## src/rtl/seq_detect_pkg.sv

```systemverilog
// Shared constants for the parameterised serial sequence detector.
package seq_detect_pkg;

    // Legal range of the pattern length parameter.
    localparam int PAT_W_MIN = 2;
    localparam int PAT_W_MAX = 16;

    // Encodings of the overlap input.
    localparam logic OVL_OFF = 1'b0;
    localparam logic OVL_ON  = 1'b1;

    // Width of a counter that must hold 0..pat_w-1.
    function automatic int fill_width(input int pat_w);
        return (pat_w > 2) ? $clog2(pat_w) : 1;
    endfunction

endpackage

```

## src/rtl/sat_counter.sv

```systemverilog
// Saturating event counter with a sticky "reached maximum" flag.
// clr has priority over inc; once cnt is all-ones it holds there.
module sat_counter #(
    parameter int CNT_W = 8
) (
    input  logic             clk,
    input  logic             rst_n,
    input  logic             inc,
    input  logic             clr,
    output logic [CNT_W-1:0] cnt,
    output logic             sat
);

    localparam logic [CNT_W-1:0] CNT_MAX  = '1;
    localparam logic [CNT_W-1:0] CNT_NEAR = CNT_MAX - CNT_W'(1);

    // Count up on inc, stop at the maximum, raise sat on the step that reaches it.
    // NOTE: clocked state uses non-blocking assignments so every register samples
    // pre-edge values; blocking here would create order-dependent simulation.
    always_ff @(posedge clk or negedge rst_n) begin
        if (!rst_n) begin
            cnt <= '0;
            sat <= 1'b0;
        end else if (clr) begin
            cnt <= '0;
            sat <= 1'b0;
        end else if (inc && (cnt != CNT_MAX)) begin
            cnt <= cnt + CNT_W'(1);
            if (cnt == CNT_NEAR) begin
                sat <= 1'b1;
            end
        end
    end

endmodule

```

## src/rtl/seq_detect_param.sv

```systemverilog
// Loadable serial pattern detector. The last PAT_W-1 consumed bits sit in
// hist; the current bit w completes the window compared against pat. fill
// counts how many valid bits hist holds since the last restart, so a match
// can only fire once a full pattern has been seen after load/reset.
module seq_detect_param
    import seq_detect_pkg::*;
#(
    parameter int PAT_W = 4,
    parameter int CNT_W = 8
) (
    input  logic             clk,
    input  logic             rst_n,
    input  logic             w,
    input  logic             en,
    input  logic             load,
    input  logic [PAT_W-1:0] pattern_in,
    input  logic             overlap,
    input  logic             clear,
    output logic             out,
    output logic             out_q,
    output logic [CNT_W-1:0] match_cnt,
    output logic             sat
);

    localparam int                FILL_W   = fill_width(PAT_W);
    localparam logic [FILL_W-1:0] FILL_MAX = FILL_W'(PAT_W - 1);

    // An out-of-range PAT_W stops elaboration on a module that does not exist.
    if ((PAT_W < PAT_W_MIN) || (PAT_W > PAT_W_MAX)) begin : g_bad_pat_w
        seq_detect_illegal_pat_w u_stop ();
    end

    logic [PAT_W-1:0]  pat;
    logic [PAT_W-2:0]  hist;
    logic [FILL_W-1:0] fill;
    logic [PAT_W-1:0]  window;

    // Oldest history bit lands in the MSB, matching "MSB is the first bit expected".
    assign window = {hist, w};

    // Mealy match on the bit being presented this cycle.
    // NOTE: out is gated by rst_n so nothing can be counted or registered while
    // the block is held in reset, even though the rest of out is pure logic.
    always_comb begin
        out = rst_n & en & ~load & (fill == FILL_MAX) & (window == pat);
    end

    // Pattern, history and fill tracking: load restarts, en consumes a bit.
    always_ff @(posedge clk or negedge rst_n) begin
        if (!rst_n) begin
            pat  <= '0;
            hist <= '0;
            fill <= '0;
        end else if (load) begin
            pat  <= pattern_in;
            fill <= '0;
        end else if (en) begin
            hist <= window[PAT_W-2:0];
            if (out && (overlap == OVL_OFF)) begin
                fill <= '0;
            end else if (fill != FILL_MAX) begin
                fill <= fill + FILL_W'(1);
            end
        end
    end

    // Registered copy of the match pulse.
    always_ff @(posedge clk or negedge rst_n) begin
        if (!rst_n) begin
            out_q <= 1'b0;
        end else begin
            out_q <= out;
        end
    end

    sat_counter #(
        .CNT_W(CNT_W)
    ) u_cnt (
        .clk  (clk),
        .rst_n(rst_n),
        .inc  (out),
        .clr  (clear),
        .cnt  (match_cnt),
        .sat  (sat)
    );

endmodule

```

## config.mk

```make
export PLATFORM = sky130hd
export DESIGN_NAME = seq_detect_param
export DESIGN_NICKNAME = d
export VERILOG_FILES = /design/src/rtl/seq_detect_pkg.sv /design/src/rtl/sat_counter.sv /design/src/rtl/seq_detect_param.sv
export SDC_FILE = /design/constraint.sdc
export NUM_CORES = 1
export LEC_CHECK = 0
export BUFFER_PORTS_ARGS = -buffer_cell sky130_fd_sc_hd__buf_4
export CAP_MARGIN = 20
export CORE_ASPECT_RATIO = 0.8
export CORE_MARGIN = 5
export CORE_UTILIZATION = 57
export DETAILED_ROUTE_END_ITERATION = 10
export GPL_ROUTABILITY_DRIVEN = 0
export PLACE_DENSITY = 0.83
export SLEW_MARGIN = 20
export SYNTH_ARGS = -nofsm -noshare
export SYNTH_HDL_FRONTEND = slang
export SYNTH_SLANG_ARGS = --single-unit
```

## constraint.sdc

```tcl
create_clock -name clk -period 6.5 [get_ports clk]
set_clock_uncertainty 0.15 [all_clocks]
set_input_delay 0.975 -clock clk [delete_from_list [all_inputs] [get_ports clk]]
set_output_delay 0.975 -clock clk [all_outputs]
set_load 0.005 [all_outputs]
```

==> run metrics <==
run status finished, final reports clean; Residual DRC 0; Worst Path Required 5.37 ns; Total Routing Usage GR 0.195; clock sinks 19; peak supply drop 0.179 mV; Final ANT Viol Nets 0; leakage dissipation roughly 0.56 nW; Slowest cell on crit path or4_1; Seq/Total Area, Yosys 0.450; Ant. Diodes 0; post-synth top area cell dfrtp_1; asr flop ratio synth 1.00; CP delay by family, top simple AND/OR/NAND/NOR gates; Die Y 48.5 um; Die X between 50 and 60 um; CP Class in -> out; endpoints failing setup 0; Final Hold Viols 0; cts repair resizes 0; Skew-Pair Late Insertion Delay 0.30 ns; pre-CTS WS 2.83 ns; WL/cell 17.3 um; first-pass GRT wire length 4150 um; first drt pass iteration count 4; synthesized flop and latch total 19; Stages on worst setup path 5; Util after Layout 0.685; Starting DRT DRC Count 33; dominant cell by count in the synthesized netlist dfrtp_1; worst min path class in -> async; Syn Nets between 100 and 150; top cell type's share of synthesized area 0.450; Area growth syn-to-layout 18.1%; WP data arrival 2.54 ns; CTS Hold Bufs 0; Setup Buffers After CTS 0; initial antenna violation count 0; htree depth 1; minimum clock period 3.66 ns; largest net degree at the start of global routing 21; vias in the first global route between 800 and 900; clock-pin slew on the worst setup and hold paths 0.10 ns; pwr dens 187 nW/um2; Tot Pwr 0.000233 W; CTS Buffer Depth 2; Core Area around 1800 um2; worst-path maximum fanout 20; Final Max Slew Viols 0; drt total wl 2420 um; Post-synth EDFFs 0; final setup TNS 0 ns; TritonCTS clock tree yes; layout net count 131; total die area 2820 um2; Non-Filler Instances 140; number of fill cells 167; CP most frequent cell buf_4; buffers added on ports 21; Max Cap Viol 0; yosys warns 0; final worst slack between 2 and 3 ns; routed via count 847; Post-Syn Area per Cell around 11 um2; Initial Util 0.580; layout cells sized above 1 0.319; dpl hpwl about 1800 um; Slew HR 0.483; Worst setup EP type primary output; RSZ-0062 raised after global routing false; Congestion Overflow GR 0; Max Freq 0.273 GHz; Core Rows 14; Clock Tree Root clkbuf_4; Yosys cell types 41; CP cell instances buf_4 -> nand2_1 -> or4_1 -> nor2_2 -> buf_4; cell area after synthesis 1060 um2; Top-Level Pins 22; length in cells of the worst reg-to-reg path 5; Post-Place Cells 136; critical path's largest stage delay 0.68 ns; Area contributors post-synth dfrtp_1 (45%), mux2_2 (7.5%), ha_1 (3.6%); Worst-Margin Slew around 0.77 ns; vias per inst between 6 and 7; fin crit share 0.564; top_reg_cell synth dfrtp_1; reg-to-reg setup timing slack 4.22 ns; CTS Buf Count 3; synth cell count leaders dfrtp_1 (19), mux2_2 (7), inv_1 (5); Buf/Inv on CP 2; Gate Count Post-Synth 95; Worst setup SP type input pin
[through the flow]
stage | area [um2] | hold WS (ns)
6_report | 1250 | 0.379
3_5_place_dp | 1220 | 0.364
4_1_cts | 1250 | 0.381
2_1_floorplan | 1060 | 0.336
5_1_grt | 1250 | 0.376
3_3_place_gp | 1220 | 0.329
[kinds of logic after synthesis]
logic type / count (synthesis) / synth area share
AOI/OAI and AO/OA: 18 / 0.129
xor gates and xnor gates: 5 / 0.0414
adders and majority gates: 3 / 0.0355
buffers and inverters: 9 / 0.0402
DFF: 19 / 0.450
muxes: 10 / 0.104
and+or+nand+nor: 31 / 0.200
[routing by layer]
metal | GRT usage | wire length [um] | vias to the layer above | share of wire
met4 | 0.0695 | 42 | 0 | 0.017
li1 | - | - | 400 | -
met5 | 0 | 0 | - | 0
met1 | 0.246 | 1060 | 425 | 0.44
met2 | 0.308 | 1200 | 17 | 0.50
met3 | 0.0638 | 121 | 5 | 0.050
[cell usage in the layout (no fill, tap or decap), types with 2 or more instances in the layout]
cell type  instances
a21oi_1            2
a311oi_1           4
a31oi_1            4
a41oi_1            2
and4_1             3
buf_4             21
clkbuf_4           3
dfrtp_1           19
ha_1               3
inv_1              5
mux2_2             7
mux2i_1            2
nand2_1            4
nand2b_1           2
nand3_1            3
nand4_1            2
nor2_1             3
nor2b_1            2
xnor2_1            3
xor2_1             2
[registers in the layout, indices dropped and copies added, names as in the netlist]
register	flops
out_q	1
hist	3
u_cnt.sat	1
fill	2
u_cnt.cnt	8
pat	4
[final timing paths]
kind,startpoint,to
setup / recovery,rst_n,out
hold / removal,rst_n,fill[1]
setup reg to reg,fill[0],u_cnt.cnt[3]
hold reg to reg,u_cnt.sat,u_cnt.sat
max in group asynchronous,rst_n,u_cnt.cnt[7]
min in group clk,u_cnt.sat,u_cnt.sat
[layout make-up]
type / instances / area [um2] / area share
Inverter: 5 / 18.8 / 0.0150
Clock inverter: 1 / 5.00 / 0.00401
Timing Repair Buffer: 21 / 158 / 0.126
Tap cell: 24 / 30.0 / 0.0240
Clock buffer: 3 / 22.5 / 0.0180
Sequential cell: 19 / 475 / 0.381
Multi-Input combinational cell: 67 / 539 / 0.432
[where the power goes]
| group | switching, W | total [W] | internal [W] |
|---|---|---|---|
| Clock | 0.0000358 | 0.0000588 | 0.0000230 |
| Sequential | 0.00000646 | 0.000133 | 0.000126 |
| Combinational | 0.0000230 | 0.0000414 | 0.0000184 |
(Power assumes the default switching activity.)
